[config.mk]
export PLATFORM = sky130hd
export DESIGN_NAME = ycbcr_seg_stats
export DESIGN_NICKNAME = d
export VERILOG_FILES = /design/src/rtl/ycbcr_pkg.sv /design/src/rtl/rgb2ycbcr_pipe.sv /design/src/rtl/ycbcr_seg_stats.sv
export SDC_FILE = /design/constraint.sdc
export NUM_CORES = 1
export LEC_CHECK = 0
export BUFFER_PORTS_ARGS = -buffer_cell sky130_fd_sc_hd__buf_4
export CAP_MARGIN = 0
export CORE_MARGIN = 1
export CORE_UTILIZATION = 56
export DETAILED_ROUTE_END_ITERATION = 8
export MAX_ROUTING_LAYER = met4
export PLACE_DENSITY = 0.87
export SYNTH_ARGS = -nofsm -noshare
export SYNTH_HDL_FRONTEND = slang
export SYNTH_SLANG_ARGS = --single-unit
[constraint.sdc]
create_clock -name clk -period 11.7 [get_ports clk]
set_input_delay 2.34 -clock clk [delete_from_list [all_inputs] [get_ports clk]]
set_output_delay 2.34 -clock clk [all_outputs]
set_load 0.05 [all_outputs]
[src/rtl/ycbcr_pkg.sv]
// Shared constants and helpers for the RGB to YCbCr segmentation path.
// BT.601 full-range coefficients are scaled by 256 so that results fit 8-bit fixed point.
package ycbcr_pkg;

  localparam logic [7:0] CoefYR  = 8'd77;
  localparam logic [7:0] CoefYG  = 8'd150;
  localparam logic [7:0] CoefYB  = 8'd29;
  localparam logic [7:0] CoefCbR = 8'd43;
  localparam logic [7:0] CoefCbG = 8'd85;
  localparam logic [7:0] CoefCbB = 8'd128;
  localparam logic [7:0] CoefCrR = 8'd128;
  localparam logic [7:0] CoefCrG = 8'd107;
  localparam logic [7:0] CoefCrB = 8'd21;

  localparam logic [17:0] OffChroma = 18'd32768;
  localparam logic [17:0] OffRound  = 18'd128;

  localparam int unsigned FmtRgb565 = 0;
  localparam int unsigned FmtRgb888 = 1;

  typedef struct packed {
    logic vsync;
    logic hsync;
    logic de;
  } sync_t;

  function automatic logic [15:0] mul8(input logic [7:0] a, input logic [7:0] c);
    return {8'h00, a} * {8'h00, c};
  endfunction

  // Takes bits [17:8] of a two's-complement 18-bit sum and clips the integer part to 0..255.
  function automatic logic [7:0] sat8(input logic [9:0] int_part);
    if (int_part[9]) begin
      return 8'h00;
    end else if (int_part[8]) begin
      return 8'hff;
    end
    return int_part[7:0];
  endfunction

endpackage

[src/rtl/rgb2ycbcr_pipe.sv]
// Three-stage RGB to YCbCr converter: products, offset sums, round/saturate.
// Syncs travel through a matching delay line; pixel outputs are zero outside de.
module rgb2ycbcr_pipe
  import ycbcr_pkg::*;
#(
  parameter int unsigned IN_FMT = FmtRgb565
) (
  input  logic        clk,
  input  logic        rst,
  input  logic        in_vsync,
  input  logic        in_hsync,
  input  logic        in_de,
  input  logic [23:0] rgb,
  output logic        out_vsync,
  output logic        out_hsync,
  output logic        out_de,
  output logic [7:0]  y,
  output logic [7:0]  cb,
  output logic [7:0]  cr
);

  logic [7:0] r, g, b;
  logic       unused_rgb_hi;

  // RGB565 widens by repeating the MSBs so that full scale maps to 255.
  always_comb begin
    if (IN_FMT == FmtRgb565) begin
      r = {rgb[15:11], rgb[15:13]};
      g = {rgb[10:5], rgb[10:9]};
      b = {rgb[4:0], rgb[4:2]};
    end else begin
      r = rgb[23:16];
      g = rgb[15:8];
      b = rgb[7:0];
    end
  end

  assign unused_rgb_hi = ^rgb[23:16];

  // Stage 1: products
  sync_t       sync1_q;
  logic [15:0] p_yr_q, p_yg_q, p_yb_q;
  logic [15:0] p_cbr_q, p_cbg_q, p_cbb_q;
  logic [15:0] p_crr_q, p_crg_q, p_crb_q;

  always_ff @(posedge clk or posedge rst) begin
    if (rst) begin
      sync1_q <= '0;
      p_yr_q  <= '0;
      p_yg_q  <= '0;
      p_yb_q  <= '0;
      p_cbr_q <= '0;
      p_cbg_q <= '0;
      p_cbb_q <= '0;
      p_crr_q <= '0;
      p_crg_q <= '0;
      p_crb_q <= '0;
    end else begin
      sync1_q <= '{vsync: in_vsync, hsync: in_hsync, de: in_de};
      p_yr_q  <= mul8(r, CoefYR);
      p_yg_q  <= mul8(g, CoefYG);
      p_yb_q  <= mul8(b, CoefYB);
      p_cbr_q <= mul8(r, CoefCbR);
      p_cbg_q <= mul8(g, CoefCbG);
      p_cbb_q <= mul8(b, CoefCbB);
      p_crr_q <= mul8(r, CoefCrR);
      p_crg_q <= mul8(g, CoefCrG);
      p_crb_q <= mul8(b, CoefCrB);
    end
  end

  // Stage 2: signed sums in 18-bit two's complement, rounding offset folded in
  sync_t       sync2_q;
  logic [17:0] sum_y_d, sum_cb_d, sum_cr_d;
  logic [17:0] sum_y_q, sum_cb_q, sum_cr_q;

  always_comb begin
    sum_y_d  = {2'b00, p_yr_q} + {2'b00, p_yg_q} + {2'b00, p_yb_q} + OffRound;
    sum_cb_d = {2'b00, p_cbb_q} - {2'b00, p_cbr_q} - {2'b00, p_cbg_q} + OffChroma + OffRound;
    sum_cr_d = {2'b00, p_crr_q} - {2'b00, p_crg_q} - {2'b00, p_crb_q} + OffChroma + OffRound;
  end

  always_ff @(posedge clk or posedge rst) begin
    if (rst) begin
      sync2_q  <= '0;
      sum_y_q  <= '0;
      sum_cb_q <= '0;
      sum_cr_q <= '0;
    end else begin
      sync2_q  <= sync1_q;
      sum_y_q  <= sum_y_d;
      sum_cb_q <= sum_cb_d;
      sum_cr_q <= sum_cr_d;
    end
  end

  // Stage 3: truncate the rounded sum and clip
  sync_t      sync3_q;
  logic [7:0] y_q, cb_q, cr_q;
  logic       unused_frac;

  assign unused_frac = ^{sum_y_q[7:0], sum_cb_q[7:0], sum_cr_q[7:0]};

  always_ff @(posedge clk or posedge rst) begin
    if (rst) begin
      sync3_q <= '0;
      y_q     <= '0;
      cb_q    <= '0;
      cr_q    <= '0;
    end else begin
      sync3_q <= sync2_q;
      y_q     <= sync2_q.de ? sat8(sum_y_q[17:8])  : 8'h00;
      cb_q    <= sync2_q.de ? sat8(sum_cb_q[17:8]) : 8'h00;
      cr_q    <= sync2_q.de ? sat8(sum_cr_q[17:8]) : 8'h00;
    end
  end

  assign out_vsync = sync3_q.vsync;
  assign out_hsync = sync3_q.hsync;
  assign out_de    = sync3_q.de;
  assign y         = y_q;
  assign cb        = cb_q;
  assign cr        = cr_q;

endmodule

[src/rtl/ycbcr_seg_stats.sv]
// Colour segmentation on converted pixels with per-frame hit count and bounding box.
// Thresholds are frozen per frame; stats publish on the output-side vsync rising edge.
module ycbcr_seg_stats
  import ycbcr_pkg::*;
#(
  parameter int unsigned IN_FMT = FmtRgb565,
  parameter int unsigned X_W    = 12,
  parameter int unsigned Y_W    = 11
) (
  input  logic               clk,
  input  logic               rst,
  input  logic               pre_frame_vsync,
  input  logic               pre_frame_hsync,
  input  logic               pre_frame_de,
  input  logic [23:0]        img_rgb,
  input  logic [7:0]         thr_y_min,
  input  logic [7:0]         thr_cb_lo,
  input  logic [7:0]         thr_cb_hi,
  input  logic [7:0]         thr_cr_lo,
  input  logic [7:0]         thr_cr_hi,
  output logic               post_frame_vsync,
  output logic               post_frame_hsync,
  output logic               post_frame_de,
  output logic [7:0]         img_y,
  output logic [7:0]         img_cb,
  output logic [7:0]         img_cr,
  output logic               mask,
  output logic               stats_valid,
  output logic [X_W+Y_W-1:0] hit_cnt,
  output logic               found,
  output logic [X_W-1:0]     box_xmin,
  output logic [X_W-1:0]     box_xmax,
  output logic [Y_W-1:0]     box_ymin,
  output logic [Y_W-1:0]     box_ymax
);

  localparam int unsigned CntW = X_W + Y_W;

  rgb2ycbcr_pipe #(
    .IN_FMT(IN_FMT)
  ) u_pipe (
    .clk      (clk),
    .rst      (rst),
    .in_vsync (pre_frame_vsync),
    .in_hsync (pre_frame_hsync),
    .in_de    (pre_frame_de),
    .rgb      (img_rgb),
    .out_vsync(post_frame_vsync),
    .out_hsync(post_frame_hsync),
    .out_de   (post_frame_de),
    .y        (img_y),
    .cb       (img_cb),
    .cr       (img_cr)
  );

  // Threshold latch on the input-side frame start
  logic       pre_vsync_q;
  logic [7:0] thr_y_min_q, thr_cb_lo_q, thr_cb_hi_q, thr_cr_lo_q, thr_cr_hi_q;

  always_ff @(posedge clk or posedge rst) begin
    if (rst) begin
      pre_vsync_q <= 1'b0;
      thr_y_min_q <= '0;
      thr_cb_lo_q <= '0;
      thr_cb_hi_q <= '0;
      thr_cr_lo_q <= '0;
      thr_cr_hi_q <= '0;
    end else begin
      pre_vsync_q <= pre_frame_vsync;
      if (pre_frame_vsync && !pre_vsync_q) begin
        thr_y_min_q <= thr_y_min;
        thr_cb_lo_q <= thr_cb_lo;
        thr_cb_hi_q <= thr_cb_hi;
        thr_cr_lo_q <= thr_cr_lo;
        thr_cr_hi_q <= thr_cr_hi;
      end
    end
  end

  assign mask = post_frame_de
              & (img_y >= thr_y_min_q)
              & (img_cb >= thr_cb_lo_q) & (img_cb <= thr_cb_hi_q)
              & (img_cr >= thr_cr_lo_q) & (img_cr <= thr_cr_hi_q);

  // Output-side edge detection and pixel coordinates
  logic           post_vsync_q, post_de_q;
  logic           vs_rise, de_fall;
  logic [X_W-1:0] x_d, x_q;
  logic [Y_W-1:0] y_d, y_q;

  assign vs_rise = post_frame_vsync & ~post_vsync_q;
  assign de_fall = post_de_q & ~post_frame_de;

  always_comb begin
    x_d = x_q;
    y_d = y_q;
    if (post_frame_de) begin
      x_d = x_q + X_W'(1);
    end else if (de_fall) begin
      x_d = '0;
    end
    if (de_fall) begin
      y_d = y_q + Y_W'(1);
    end
    if (vs_rise) begin
      y_d = '0;
    end
  end

  // Accumulators; a hit on the vsync edge itself lands in the new frame
  logic [CntW-1:0] acc_cnt_d, acc_cnt_q;
  logic [X_W-1:0]  acc_xmin_d, acc_xmin_q, acc_xmax_d, acc_xmax_q;
  logic [Y_W-1:0]  acc_ymin_d, acc_ymin_q, acc_ymax_d, acc_ymax_q;

  always_comb begin
    acc_cnt_d  = acc_cnt_q;
    acc_xmin_d = acc_xmin_q;
    acc_xmax_d = acc_xmax_q;
    acc_ymin_d = acc_ymin_q;
    acc_ymax_d = acc_ymax_q;
    if (vs_rise) begin
      acc_cnt_d  = '0;
      acc_xmin_d = '1;
      acc_xmax_d = '0;
      acc_ymin_d = '1;
      acc_ymax_d = '0;
    end
    if (mask) begin
      if (acc_cnt_d != '1) begin
        acc_cnt_d = acc_cnt_d + CntW'(1);
      end
      if (x_q < acc_xmin_d) acc_xmin_d = x_q;
      if (x_q > acc_xmax_d) acc_xmax_d = x_q;
      if (y_q < acc_ymin_d) acc_ymin_d = y_q;
      if (y_q > acc_ymax_d) acc_ymax_d = y_q;
    end
  end

  // Published stats; armed suppresses the partial frame seen right after reset
  logic            armed_d, armed_q;
  logic            stats_valid_d, stats_valid_q;
  logic            found_d, found_q;
  logic [CntW-1:0] hit_cnt_d, hit_cnt_q;
  logic [X_W-1:0]  box_xmin_d, box_xmin_q, box_xmax_d, box_xmax_q;
  logic [Y_W-1:0]  box_ymin_d, box_ymin_q, box_ymax_d, box_ymax_q;

  always_comb begin
    armed_d       = armed_q | vs_rise;
    stats_valid_d = 1'b0;
    found_d       = found_q;
    hit_cnt_d     = hit_cnt_q;
    box_xmin_d    = box_xmin_q;
    box_xmax_d    = box_xmax_q;
    box_ymin_d    = box_ymin_q;
    box_ymax_d    = box_ymax_q;
    if (vs_rise && armed_q) begin
      stats_valid_d = 1'b1;
      hit_cnt_d     = acc_cnt_q;
      found_d       = (acc_cnt_q != '0);
      if (acc_cnt_q != '0) begin
        box_xmin_d = acc_xmin_q;
        box_xmax_d = acc_xmax_q;
        box_ymin_d = acc_ymin_q;
        box_ymax_d = acc_ymax_q;
      end else begin
        box_xmin_d = '0;
        box_xmax_d = '0;
        box_ymin_d = '0;
        box_ymax_d = '0;
      end
    end
  end

  always_ff @(posedge clk or posedge rst) begin
    if (rst) begin
      post_vsync_q  <= 1'b0;
      post_de_q     <= 1'b0;
      x_q           <= '0;
      y_q           <= '0;
      acc_cnt_q     <= '0;
      acc_xmin_q    <= '0;
      acc_xmax_q    <= '0;
      acc_ymin_q    <= '0;
      acc_ymax_q    <= '0;
      armed_q       <= 1'b0;
      stats_valid_q <= 1'b0;
      found_q       <= 1'b0;
      hit_cnt_q     <= '0;
      box_xmin_q    <= '0;
      box_xmax_q    <= '0;
      box_ymin_q    <= '0;
      box_ymax_q    <= '0;
    end else begin
      post_vsync_q  <= post_frame_vsync;
      post_de_q     <= post_frame_de;
      x_q           <= x_d;
      y_q           <= y_d;
      acc_cnt_q     <= acc_cnt_d;
      acc_xmin_q    <= acc_xmin_d;
      acc_xmax_q    <= acc_xmax_d;
      acc_ymin_q    <= acc_ymin_d;
      acc_ymax_q    <= acc_ymax_d;
      armed_q       <= armed_d;
      stats_valid_q <= stats_valid_d;
      found_q       <= found_d;
      hit_cnt_q     <= hit_cnt_d;
      box_xmin_q    <= box_xmin_d;
      box_xmax_q    <= box_xmax_d;
      box_ymin_q    <= box_ymin_d;
      box_ymax_q    <= box_ymax_d;
    end
  end

  assign stats_valid = stats_valid_q;
  assign found       = found_q;
  assign hit_cnt     = hit_cnt_q;
  assign box_xmin    = box_xmin_q;
  assign box_xmax    = box_xmax_q;
  assign box_ymin    = box_ymin_q;
  assign box_ymax    = box_ymax_q;

endmodule

# After elaboration in Yosys (flattened, before gate mapping)

Index checks and enable logic that the tools add are counted.

Bits of input ports: 69
Word-level logic and storage cells: 135
Output and inout port bits: 99
Flip-flop bits (word level): 409

Reduce and logical (&&, ||, !) cells: 6
$add $sub $neg: 14
Muxes and demuxes: 42
$lt $le $gt $ge: 9
Multipliers: 7
Bitwise gates (word level): 10
Eq/ne operators: 1

Operators by type and width:

| cell                                              | number |
|---|---|
| two-way mux 12 bit                                | 10 |
| two-way mux 11 bit                                | 10 |
| two-way mux 8 bit                                 | 12 |
| two-way mux 23 bit                                | 3 |
| multiplier 8 x 7 -> 15 bit, second input constant | 4 |
| adder 18 x 8 -> 18 bit, second input constant     | 3 |
| adder 18 x 16 -> 18 bit, second input constant    | 2 |
| multiplier 8 x 5 -> 13 bit, second input constant | 2 |
| greater-or-equal comparator 8 bit                 | 3 |
| adder 23 x 1 -> 23 bit, second input constant     | 1 |
| inequality test 23 bit, second input constant     | 1 |
| nonzero test 23 bit                               | 1 |
| adder 18 x 13 -> 18 bit                           | 1 |
| subtractor 18 x 13 -> 18 bit                      | 1 |
| subtractor 18 x 15 -> 18 bit                      | 1 |
| adder 15 x 16 -> 17 bit                           | 1 |
| less-or-equal comparator 8 bit                    | 2 |
| subtractor 15 x 14 -> 16 bit                      | 1 |
| subtractor 15 x 15 -> 16 bit                      | 1 |
| multiplier 8 x 6 -> 14 bit, second input constant | 1 |
| adder 12 x 1 -> 12 bit, second input constant     | 1 |
| greater-than comparator 12 bit                    | 1 |
| < comparator 12 bit                               | 1 |
| adder 11 x 1 -> 11 bit, second input constant     | 1 |
| other kinds (9)                                   | 24 |

# Depth between registers and ports, before layout

Word-level depth: 7
Gate-level depth with buffers: 19
Mapped depth without buffers: 19

# Cells and area by module

A second synthesis with hierarchy kept.

Cells, all modules: 2392
Area, all modules: 23747.8 um^2

Modules (own cells, without submodules):

| module          | cells an instance | times used | seq. area each (um^2) | area an instance (um^2) |
|---|---|---|---|---|
| rgb2ycbcr_pipe  | 1284              | 1          | 3978.8                | 13297.8 |
| ycbcr_seg_stats | 1108              | 1          | 5180.0                | 10450.0 |

# Worst setup path before layout

OpenSTA, ideal clock, no wires.

Path type: input port to flip-flop
From: in img_rgb[6]
To: reg u_pipe.p_cbg_q[14]
Buffers on the path: 0
Stages on the path: 15
Arrival time: 5.640 ns
Slack: 5.980 ns
Library setup time: 0.080 ns
Data required time: 11.620 ns
Path through: ha_1 inv_1 fa_1 inv_1 ha_1 inv_1 fa_1 inv_1 ha_1 a21oi_1 o21ai_0 or4_1 a31o_2 a21oi_1 xnor2_1

Word-level cells in the longest chain between the ends: 1

Ends and longest elaborated chain:

| what                       | line                  | text |
|---|---|---|
| from (decl)                | ycbcr_seg_stats.sv:15 | `input logic [23:0] img_rgb,` |
| multiplier 8 x 7 -> 15 bit | ycbcr_pkg.sv:28       | `return {8'h00, a} * {8'h00, c};` |
| to (signal assigned)       | rgb2ycbcr_pipe.sv:64  | `p_cbg_q <= mul8(g, CoefCbG);` |
| to (decl)                  | rgb2ycbcr_pipe.sv:43  | `logic [15:0] p_cbr_q, p_cbg_q, p_cbb_q;` |

No other way between the ends.
A chain may end at the register's enable or synchronous reset.

# Worst setup path in the final report

From: in img_rgb[10]
To: reg u_pipe.p_cbg_q[14]

Same word-level chain as after synthesis.

==> summary.md <==
| Metric | Value |
|---|---|
| Synth Flop Type | `dfrtp_1` |
| Fmax | `0.1774 GHz` |
| Final Max Slew Viols | `0` |
| Clock latency on the worst-skew pair | `0.55 ns` |
| Residual DRC count | `0` |
| Final period util | `roughly half` |
| Chip height | `approximately 210 um` |
| Core area | `41,850 um2` |
| Hold_buf cts | `0` |
| Slew of the pin with the lowest slew margin | `between 1 and 1.5 ns` |
| Initial antenna violation count | `0` |
| WHS Path Cells | `0` |
| Synth Area in Simple Gates | `11.75%` |
| Crit. End Element | `register` |
| Total grt overflow | `0` |
| Setup Slack @ Placement | `5.565 ns` |
| Seq/Total Area, Yosys | `38.54%` |
| Mux contribution to synthesized area | `2.497%` |
| WS Path Type | `input port to register` |
| Post-synthesis xor/xnor area fraction | `5.469%` |
| Clock Sink Count | `365` |
| CTS root buf | `clkbuf_16` |
| First-pass GRT wire length | `87.73 mm` |
| Clock Tree Buf Depth | `3` |
| Worst r2r src | `u_pipe.p_crr_q[13]` |
| Area growth syn-to-layout | `12.74%` |
| WL/cell | `16.82 um` |
| DR iter-0 viols | `1,025` |
| Remaining antenna violation count | `0` |
| Hold WC Path Type | `register to register` |
| Vias in the first global route | `18,147` |
| Drt pass-1 iters | `7` |
| FFs w/ async S/R, synth | `100.0%` |
| VDD IR max | `179.6 uV` |
| Placer congestion estimate | `~0.95` |
| Status | `completed` |
| Port bufs | `159` |
| Post-Syn Area per Cell | `9.900 um2` |
| Clk slew on worst S/H paths | `0.06 ns` |
| Placed Cells | `3,051` |
| Share of cells above drive strength 1 | `10.20%` |
| Die ar. | `43,150 um2` |
| Critical path required time | `12.15 ns` |
| Final setup fails | `0` |
| Fin crit period | `about 5.6 ns` |
| H-tree depth | `2` |
| Netlist cell types | `69` |
| Synth top area share | `38.54%` |
| Worst setup margin | `6.063 ns` |
| R2R setup slack | `roughly 6.7 ns` |
| Setup crit start kind | `input port` |
| Largest family of logic cells by synthesized area | `adder cells` |
| Synth Area in Adders | `25.77%` |
| R2R cell count | `19` |
| Placed cell area | `between 20,000 and 30,000 um2` |
| Row count | `75` |
| Most frequent cell after synthesis | `ha_1` |
| Vias per cell | `5.619` |
| CP Max Fanout | `11` |
| WP data arrival | `6.09 ns` |
| Hold_ws | `0.3575 ns` |
| Synth warn | `0` |
| TritonCTS Buffers | `39` |
| Post-route cell area | `26,720 um2` |
| Max Cap Violations | `0` |
| Clock Skews | `between 0.03 and 0.04 ns` |
| Hold EP | `u_pipe.sync2_q[1]` |
| EDFF count, synth | `0` |
| Synth area leader | `dfrtp_1` |
| Post-Syn Area | `23,700 um2` |
| IO Pins | `168` |
| CTS tree | `done` |
| Post-DP HPWL | `around 40 mm` |
| Power per cell area | `between 200 and 250 nW/um2` |
| Compound-Gate Fraction of Synth Area | `10.26%` |
| RSZ-0062 raised after global routing | `false` |
| Setup bufs post-CTS | `0` |
| Die width | `207.7 um` |
| Largest net degree at the start of global routing | `198` |
| Global Route Usage Sum | `25.55%` |
| R2R Path End | `u_pipe.sum_y_q[15]` |
| Min-delay src | `u_pipe.sync1_q[1]` |
| Static leakage | `14.01 nW` |
| Synthesized Nets | `slightly below 3,000` |
| Final hold viol count | `0` |
| Max-slew headroom | `18.45%` |
| Top cells by count, synth | `397 x ha_1, 365 x dfrtp_1, 302 x inv_1` |
| Initial core utilization | `56.63%` |
| CTS resizes | `0` |
| Fillers | `about 3,000` |
| Final net count | `about 3,000` |
| Total wire length | `52.43 mm` |
| Area contributors post-synth | `dfrtp_1 39%, ha_1 21%, fa_1 4.8%, inv_1 4.8%, nand2_1 4.6%` |
| Register bit total from synthesis | `365` |
| DR vias | `17,514` |
| # diodes | `0` |
| Synth Instances | `2,394` |
| Post-Layout Cell Count | `roughly 3,100` |
| Setup TNS | `0 ns` |
report_power, final:
group | total, W | switching (W) | leakage (nW) | internal [W]
clock network | 0.00120 | 0.000502 | 0.610 | 0.000702
registers | 0.00170 | 0.000151 | 4.58 | 0.00155
logic | 0.00320 | 0.00182 | 8.82 | 0.00137
total | 0.00610 | 0.00248 | 14.0 | 0.00362
worst max path at each step:
stage,start,to,slack (ns),cells past startpoint
after global routing,img_rgb[9],u_pipe.p_crg_q[14],5.91,16
after global placement,img_rgb[10],u_pipe.p_cbg_q[14],5.61,16
final,img_rgb[10],u_pipe.p_cbg_q[14],6.06,16
after detailed placement,img_rgb[10],u_pipe.p_cbg_q[14],5.57,16
after floorplan,rst,acc_cnt_q[0],4.46,1
after CTS,img_rgb[10],u_pipe.p_cbg_q[14],6.11,16
critical path, stage by stage:
cell and delay, ns:
buf_4 0.18, ha_1 0.32, inv_1 0.06, fa_1 0.48, inv_1 0.07, ha_1 0.35, inv_1 0.08, fa_1 0.51
inv_1 0.04, ha_1 0.32, a21oi_1 0.20, o21ai_0 0.14, or4_1 0.45, a31o_2 0.25, a21oi_1 0.17, xnor2_1 0.13
routing by layer:
metal  vias up  GRT usage (%)  share of wire (%)
li1       8365              -                  -
met1      8532          31.44                 42
met2       503          43.04                 49
met3       114          4.085                5.6
met4         0          8.378                2.8
met5         -              -                  0
cells in the final DEF (no fill, tap or decap), types with 49 or more instances in the layout:
cell type / instances
a21oi_1: 100
buf_4: 169
dfrtp_1: 365
fa_1: 57
ha_1: 397
inv_1: 301
mux2i_1: 49
nand2_1: 287
nor2_1: 150
o21ai_0: 128
xnor2_1: 100
flip-flops by register name (all words and copies together), names as in the netlist, 11 cells and up:
register / count
acc_cnt_q: 23
u_pipe.p_cbg_q: 14
x_q: 12
acc_ymin_q: 11
box_ymin: 11
u_pipe.p_yg_q: 15
acc_xmin_q: 12
hit_cnt: 23
u_pipe.p_crb_q: 13
u_pipe.p_cbr_q: 13
acc_ymax_q: 11
u_pipe.p_yr_q: 13
box_xmax: 12
y_q: 11
acc_xmax_q: 12
box_xmin: 12
box_ymax: 11
cell families (layout without fill, tap and decap cells):
kind of cell | count (synthesis) | after routing
AND/OR/NAND/NOR | 619 | 619
flip-flops | 365 | 365
buffers and inverters | 356 | 540
AO/OA/AOI/OAI | 393 | 393
adder cells (fa/ha/maj) | 454 | 454
other | 1 | 1
XOR/XNOR | 148 | 148
multiplexers | 58 | 58
through the flow:
step	utilization (%)	power [W]
2_1_floorplan	-	0.004105
3_3_place_gp	60.88	0.004665
3_5_place_dp	60.88	0.004848
4_1_cts	63.84	0.006110
5_1_grt	63.84	0.006568
6_report	63.84	0.006101
layout make-up:
type                    instances  area, um2  share of cell area [%]
inverters                     304       1145                   4.285
well taps                     539      674.4                   2.524
clock buffers                  54       1102                   4.126
clock inverters                12      135.1                  0.5057
repair buffers                170       1289                   4.823
multi-input cells            1673      13240                   49.55
flip-flops and latches        365       9134                   34.18
Note: power is estimated with default switching activity, not from simulation.
